--- src/rtl/phys_reg_free_list_if.sv ---
// Commit notification bundle published by writeback/commit.
// Consumers subscribe through the sub modport.
interface CommitNotif #(
  parameter int unsigned p_phys_addr_bits = 6,
  parameter int unsigned p_seq_num_bits   = 5
);
  logic                        val;
  logic                        wen;
  logic [p_seq_num_bits-1:0]   seq_num;
  logic [4:0]                  areg;
  logic [p_phys_addr_bits-1:0] preg;
  logic [p_phys_addr_bits-1:0] ppreg;

  modport pub (output val, output wen, output seq_num, output areg, output preg, output ppreg);
  modport sub (input val, input wen, input seq_num, input areg, input preg, input ppreg);
endinterface

--- src/rtl/phys_reg_free_list.sv ---
// Circular free list of physical registers: pops to rename, reclaims the previous
// preg of each committed write. Non-power-of-two depth with an explicit wrap bit.
module phys_reg_free_list #(
  parameter int unsigned p_phys_addr_bits = 6,
  parameter int unsigned p_seq_num_bits   = 5
) (
  input  logic                        clk,
  input  logic                        rst,
  input  logic                        alloc_en,
  output logic                        alloc_rdy,
  output logic [p_phys_addr_bits-1:0] alloc_preg,
  output logic [p_phys_addr_bits:0]   num_free,
  CommitNotif.sub                     commit
);

  localparam int unsigned AW              = p_phys_addr_bits;
  localparam int unsigned p_num_phys_regs = 2 ** p_phys_addr_bits;
  localparam int unsigned p_depth         = p_num_phys_regs - 32;
  localparam int unsigned IdxW            = $clog2(p_depth);

  logic [AW-1:0] entry_q [p_depth];
  logic [AW:0]   head_q, head_d;
  logic [AW:0]   tail_q, tail_d;

  logic empty, full, pop, push_req, push;

  // Fields of the bundle this block does not consume.
  logic [p_seq_num_bits-1:0] unused_seq_num;
  logic                      unused_commit;
  assign unused_seq_num = commit.seq_num;
  assign unused_commit  = ^{commit.areg, commit.preg};

  function automatic logic [AW:0] ptr_inc(input logic [AW:0] p);
    if (p[AW-1:0] == AW'(p_depth - 1)) begin
      return {~p[AW], {AW{1'b0}}};
    end
    return p + (AW+1)'(1);
  endfunction

  always_comb begin
    empty    = (head_q == tail_q);
    full     = (head_q[AW-1:0] == tail_q[AW-1:0]) && (head_q[AW] != tail_q[AW]);
    pop      = alloc_en && !empty;
    push_req = commit.val && commit.wen;
    // A full list can still accept a push in the same cycle that it pops.
    push     = push_req && (!full || pop);
    head_d   = pop  ? ptr_inc(head_q) : head_q;
    tail_d   = push ? ptr_inc(tail_q) : tail_q;
  end

  always_comb begin
    alloc_rdy  = !empty;
    alloc_preg = entry_q[head_q[IdxW-1:0]];
    if (head_q[AW] == tail_q[AW]) begin
      num_free = {1'b0, tail_q[AW-1:0]} - {1'b0, head_q[AW-1:0]};
    end else begin
      num_free = (AW+1)'(p_depth) - {1'b0, head_q[AW-1:0]} + {1'b0, tail_q[AW-1:0]};
    end
  end

  always_ff @(posedge clk) begin
    if (rst) begin
      head_q <= '0;
      tail_q <= {1'b1, {AW{1'b0}}};
      for (int i = 0; i < int'(p_depth); i++) begin
        entry_q[i] <= AW'(32 + i);
      end
    end else begin
      head_q <= head_d;
      tail_q <= tail_d;
      if (push) begin
        entry_q[tail_q[IdxW-1:0]] <= commit.ppreg;
      end
    end
  end

`ifndef SYNTHESIS
  always_ff @(posedge clk) begin
    if (!rst && push_req && full && !pop) begin
      $error("phys_reg_free_list: push while full, ppreg %0d dropped", commit.ppreg);
    end
  end
`endif

endmodule

--- src/flat_wrapper.sv ---
// flat-port wrapper written by rule: the top's interface ports become plain ports
module phys_reg_free_list_flat 
#(
  parameter int unsigned p_phys_addr_bits = 6,
  parameter int unsigned p_seq_num_bits   = 5
)
  (clk, rst, alloc_en, alloc_rdy, alloc_preg, num_free, commit_val, commit_wen, commit_seq_num, commit_areg, commit_preg, commit_ppreg);
  CommitNotif #(.p_phys_addr_bits(p_phys_addr_bits), .p_seq_num_bits(p_seq_num_bits)) commit_i ();
  input  logic clk;
  input  logic rst;
  input  logic alloc_en;
  output logic alloc_rdy;
  output logic [p_phys_addr_bits-1:0] alloc_preg;
  output logic [p_phys_addr_bits:0] num_free;
  input wire logic [$bits(commit_i.val)-1:0] commit_val;
  input wire logic [$bits(commit_i.wen)-1:0] commit_wen;
  input wire logic [$bits(commit_i.seq_num)-1:0] commit_seq_num;
  input wire logic [$bits(commit_i.areg)-1:0] commit_areg;
  input wire logic [$bits(commit_i.preg)-1:0] commit_preg;
  input wire logic [$bits(commit_i.ppreg)-1:0] commit_ppreg;
  assign commit_i.val = commit_val;
  assign commit_i.wen = commit_wen;
  assign commit_i.seq_num = commit_seq_num;
  assign commit_i.areg = commit_areg;
  assign commit_i.preg = commit_preg;
  assign commit_i.ppreg = commit_ppreg;
  phys_reg_free_list #(.p_phys_addr_bits(p_phys_addr_bits), .p_seq_num_bits(p_seq_num_bits)) u_core (.clk(clk), .rst(rst), .alloc_en(alloc_en), .alloc_rdy(alloc_rdy), .alloc_preg(alloc_preg), .num_free(num_free), .commit(commit_i));
endmodule
--- config.mk ---
export PLATFORM = sky130hd
export DESIGN_NAME = phys_reg_free_list_flat
export DESIGN_NICKNAME = d
export VERILOG_FILES = /design/src/rtl/phys_reg_free_list_if.sv /design/src/rtl/phys_reg_free_list.sv /design/src/flat_wrapper.sv
export SDC_FILE = /design/constraint.sdc
export NUM_CORES = 1
export LEC_CHECK = 0
export ABC_AREA = 1
export ABC_CLOCK_PERIOD_IN_PS = 1990
export BUFFER_PORTS_ARGS = -buffer_cell sky130_fd_sc_hd__buf_4
export CELL_PAD_IN_SITES_DETAIL_PLACEMENT = 0
export CELL_PAD_IN_SITES_GLOBAL_PLACEMENT = 1
export CORE_UTILIZATION = 44
export CTS_BUF_LIST = sky130_fd_sc_hd__clkbuf_8 sky130_fd_sc_hd__clkbuf_16
export DETAILED_ROUTE_END_ITERATION = 6
export GPL_TIMING_DRIVEN = 1
export PLACE_DENSITY_LB_ADDON = 0.1
export SKIP_LAST_GASP = 1
export SYNTH_ARGS = -nofsm -noshare
export SYNTH_HDL_FRONTEND = slang
export SYNTH_SLANG_ARGS = --single-unit
--- constraint.sdc ---
create_clock -name clk -period 1.99 [get_ports clk]
set_input_delay 0.199 -clock clk [delete_from_list [all_inputs] [get_ports clk]]
set_output_delay 0.199 -clock clk [all_outputs]
set_load 0.02 [all_outputs]
; Yosys cells after proc, flatten, opt, wreduce, memory -nomap -nowiden
; Memories as Yosys holds them, arrays and structs flattened. A register that Yosys moved wholly into a read port is not among the register bits.
; Cells that the tools add are included.
[op_classes]
bitwise_logic = 2
eq_ne = 6
n_reduce_logical = 8
add_sub_neg = 5
muxes = 17
[op_table]
columns = cell, n
row1 = 7-bit 2-to-1 mux, 5
row2 = 5-bit 2-to-1 mux, 3
row3 = 7-bit by 1-bit adder with 7-bit output (second input constant), 2
row4 = 6-bit by 5-bit equality test with 1-bit output (second input constant), 2
row5 = 1-bit 2-to-1 mux, 8
row6 = 7-bit by 6-bit adder with 7-bit output, 1
row7 = 7-bit equality test, 1
row8 = 6-bit by 6-bit subtractor with 7-bit output, 1
row9 = 6-bit by 6-bit subtractor with 7-bit output (first input constant), 1
row10 = 6-bit equality test, 1
row11 = 6-bit 2-to-1 mux, 1
row12 = 6-bit OR reduction, 1
row13 = 1-bit logical AND, 4
row14 = 1-bit zero test, 2
row15 = 1-bit inverter, 2
row16 = 1-bit equality test, 1
row17 = 1-bit logical OR, 1
row18 = 1-bit != test, 1
[word_totals]
output_inout_bits = 14
ramBits = 192
n_memories = 1
register_bits = 14
in_bits = 27
[mem_list]
columns = memory, depth, word_bits, rd, rd_clocked_by_memory_dff, write_ports, line_no
row1 = u_core.entry_q, 32, 6, 1, 1, 32, phys_reg_free_list.sv:21  ; logic [AW-1:0] entry_q [p_depth];

; Logic depth before layout (Yosys ltp)
[depth]
word_depth = 10
ltp_mapped = 12
ltp_nobuf = 11

; Worst setup path before layout
; OpenSTA, ideal clock, no wires.
[synth_timing]
path_kind = register to output
startpoint = register u_core.tail_q[0]
endpoint = output num_free[3]
arrival_time_ps = 2046
stages_incl_launch_ff = 9
path_slack_ps = -255
path_cell_list = dfxtp_1 > inv_1 > ha_1 > inv_1 > ha_1 > fa_1 > nand2_1 > inv_1 > o31ai_1
[synth_via]
elab_chain_len = 2
elab_cells_between_ends = 3
cone_classes = add/sub: 2 / mux: 1
[synth_lines]
columns = item, line_no
row1 = "start, declared", phys_reg_free_list.sv:23  ; logic [AW:0] tail_q, tail_d;
row2 = "start signal, assigned", phys_reg_free_list.sv:64  ; tail_q <= {1'b1, {AW{1'b0}}};
row3 = "start signal, assigned", phys_reg_free_list.sv:70  ; tail_q <= tail_d;
row4 = 7-bit by 6-bit adder with 7-bit output / 6-bit by 6-bit subtractor with 7-bit output (equally long branches), "phys_reg_free_list.sv:57, phys_reg_free_list.sv:55"
row5 = 7-bit 2-to-1 mux *, phys_reg_free_list.sv:54  ; if (head_q[AW] == tail_q[AW]) begin
row6 = "end, declared", flat_wrapper.sv:14  ; output logic [p_phys_addr_bits:0] num_free;
; Every way passes the cells marked *; elsewhere a longest branch is shown, timed or not.

; Final worst setup path
[layout_timing]
startpoint = register u_core.head_q[1]
endpoint = output num_free[5]
[layout_via]
elab_chain_len = 3
elab_cells_between_ends = 4
cone_classes = add/sub: 3 / mux: 1
[layout_lines]
columns = item, line_no
row1 = "start, declared", phys_reg_free_list.sv:22  ; logic [AW:0] head_q, head_d;
row2 = "start signal, assigned", phys_reg_free_list.sv:63  ; head_q <= '0;
row3 = "start signal, assigned", phys_reg_free_list.sv:69  ; head_q <= head_d;
row4 = 6-bit by 6-bit subtractor with 7-bit output, phys_reg_free_list.sv:57  ; num_free = (AW+1)'(p_depth) - {1'b0, head_q[AW-1:0]} + {1'b0, tail_q[AW-1:0]};
row5 = 7-bit by 6-bit adder with 7-bit output, phys_reg_free_list.sv:57
row6 = 7-bit 2-to-1 mux *, phys_reg_free_list.sv:54
; Marked as above.

==> impl_metrics.yaml <==
outcome:
  status: "complete, but fails checks"
  violations: "setup timing"
synthesis:
  netlist_instances: 1183
  syn_area_um2: 10900
  yosysWarnings: 0
  synth_seq_cells: 211
  synth_fp_nets: 1232
  yosysSeqAreaShare_pct: 56.3
  syn_area_per_cell_um2: 9.22
  yosysUniqueCellTypes: 33
  synth_edf_count: 192
  ys.flop_type: "edfxtp_1"
  synthArstFlopShare_pct: 0
global_routing:
  grt_pass1_wl_um: 50900
  grt_usage_pct: 26.3
  antenna_found_initial: 0
  grt_pass1_vias: 8834
  grt_start_max_net_pins: 33
  grt_overflow_total: 0
layout:
  drive_above_1_share_pct: 43.3
  area_growth_pct: 42.2
  final-seq-area_um2: 6170
  layout.nets: 1371
  nFillCells: 1946
  diodes: 0
  multi_input_area_um2: 5590
placement:
  numPortBuffers: 24
  dpl.hpwl_um: 20000
  gp_congestion: 0.814
route:
  num_vias: 8968
  final_antenna_net_count: 0
  wl_per_cell_um: 20.5
  drt_iter0_drc: 614
  drt-pass1-iter-count: 5
  via_per_inst: 5.40
  drt-total-wl_um: 34100
  drc: 0
setup_path:
  crit_fanout: 2
  r2r_setup_slack_ns: -0.26
  start_kind: "flop"
  critPathKind: "reg2out"
  critical_path_arrival_ns: 2.32
  startpoint: "u_core.head_q[1]"
  crit_path_end_kind: "primary output"
  r2r_start: "u_core.head_q[1]"
  cp.required_ns: 1.79
timing:
  finClkSkew_ns: 0.0297
  slew_headroom_pct: 61.8
  setup_ws_ns: -0.525
  worstMarginPinSlew_ns: 0.573
  clock.fmax_ghz: 0.398
  slew_viol_final: 0
  holdWs_ns: 0.166
  rsz0062_at_grt: "true"
  hold_violations: 0
  fin_crit_sh_pct: 126
  finalSetupViolations: 393
  min_period_ns: 2.51
pwr:
  power.switching_w: 0.00305
  swShare_pct: 27.1
  p_clk_share_pct: 37.4
  p_comb_share_pct: 18.7
  internal_power_w: 0.00819
  p_leak_nw: 5.81
  power.total_w: 0.0112
  seq_power_share_pct: 43.8
  ir_worst_vdd_mv: 0.694
  pwr_density_cell_nw_per_um2: 725
cts:
  clkTransAtPathRegs_ns: 0.05
  cts_made_buffers: 24
  cts.sinks: 211
  clkLatencyLatePin_ns: 0.53
  cts_buffer_depth: 3
  htreeDepth: 1
  cts_root_buffer: "clkbuf_16"
  cts_tree: "yes"
die:
  core_area_um2: 24300
  pin_count: 41
  die_w_um: 159
  start_util_pct: 44.8
  rows: 57
  die_h_um: 159
  die_area_um2: 25400
min_path:
  hp-start: "alloc_en"
  hp-class: "in2reg"
run:
  drv_cap: 0
[cell families after synthesis]
kind of cell,count (synthesis),synth area share (%)
AO/OA/AOI/OAI,25,1.33
adder cells (fa/ha/maj),22,2.94
flip-flops,211,56.3
XOR/XNOR,5,0.401
buffers and inverters,142,6.17
AND/OR/NAND/NOR,778,32.8
[metal layers]
layer | share of wire, % | vias up | global-route usage [%] | routed length, um
li1 | - | 4302 | - | -
met1 | 43 | 4326 | 36.4 | 14500
met2 | 49 | 274 | 44.0 | 16600
met3 | 5.8 | 66 | 2.19 | 1970
met4 | 2.8 | 0 | 7.87 | 958
met5 | 0 | - | 0 | 0
[worst max-delay path, stage by stage, from the launching register on]
cell and delay (ns):
dfxtp_2 0.33, inv_2 0.05, ha_4 0.22, ha_4 0.16, fa_2 0.34, nand2_2 0.08
a21oi_2 0.05, nor2_1 0.10, xor2_1 0.16, nand2_1 0.11, o21ai_4 0.07, buf_6 0.13
[cell usage after synthesis (5+ instances only)]
cell / count / share of area, %
buf_4: 8 / 0.55
nand3_2: 20 / 1.8
a21oi_1: 12 / 0.55
buf_6: 9 / 0.93
clkbuf_1: 32 / 1.1
fa_1: 6 / 1.1
o21ai_0: 9 / 0.41
inv_1: 52 / 1.8
nand3_1: 277 / 13
ha_1: 16 / 1.8
edfxtp_1: 192 / 53
buf_2: 34 / 1.6
xor2_1: 5 / 0.40
dfxtp_1: 19 / 3.5
nor2_1: 101 / 3.5
nand2_1: 356 / 12
[path summary, 6_finish.rpt]
path | to | depth (start not counted)
setup / recovery | num_free[5] | 11
hold / removal | u_core.head_q[5] | 5
setup reg to reg | u_core.entry_q[25][0] | 15
hold reg to reg | u_core.tail_q[6] | 2
[metrics by stage]
| step | cell area [um2] | std cells | utilization, % | TNS [ns] | worst slack [ns] |
|---|---|---|---|---|---|
| 2_1_floorplan | 11000 | 1183 | - | 0 | 0.00476 |
| 3_3_place_gp | 12300 | 1569 | 50.6 | -9.75 | -0.156 |
| 3_5_place_dp | 12300 | 1569 | 50.6 | -13.63 | -0.180 |
| 4_1_cts | 14300 | 1645 | 58.7 | -11.03 | -0.554 |
| 5_1_grt | 15500 | 1662 | 63.8 | -96.62 | -0.663 |
| 6_report | 15500 | 1662 | 63.8 | -60.33 | -0.525 |
[cell type report]
| type | instances | area share (%) |
|---|---|---|
| well taps | 324 | 2.61 |
| clock buffers | 24 | 3.87 |
| repair buffers | 200 | 15.3 |
| inverters | 55 | 1.41 |
| multi-input cells | 830 | 36.1 |
| clock inverters | 18 | 0.920 |
| flip-flops and latches | 211 | 39.8 |
[power groups by stage]
stage / Clock [W] / Combinational [W] / Sequential, W
after floorplan: 0 / 0.000892 / 0.00501
after global placement: 0 / 0.00143 / 0.00501
after detailed placement: 0 / 0.00143 / 0.00501
after CTS: 0.00425 / 0.00184 / 0.00492
after global routing: 0.00441 / 0.00223 / 0.00493
final: 0.00421 / 0.00211 / 0.00493
[flip-flops by register name, summed over array words and instances, names as in the netlist, named ones only]
signal	flops
u_core.entry_q	192
u_core.head_q	7
u_core.tail_q	7
[cell usage in the layout, fill, tap and decap left out, drive strengths merged, types with 2 or more instances in the layout]
cell	instances
nand4	4
a21oi	12
xor2	5
nor3	5
nand2	359
nand3	299
buf	189
dfxtp	19
edfxtp	192
inv	58
o21ai	9
clkinv	13
fa	6
clkbuf	34
ha	16
bufinv	2
nor2	109
o31ai	2
[what timing repair did]
| action | CTS | global route |
|---|---|---|
| cloned | 16 | 11 |
| hold buffers | 1 | 0 |
| buffers inserted | 18 | 13 |
| pin swaps | 46 | 90 |
| setup endpoints to repair | 253 | 377 |
| hold endpoints to repair | 2 | 0 |
| gates resized for setup | 167 | 241 |
No activity file was read; power rests on OpenSTA's default activity.
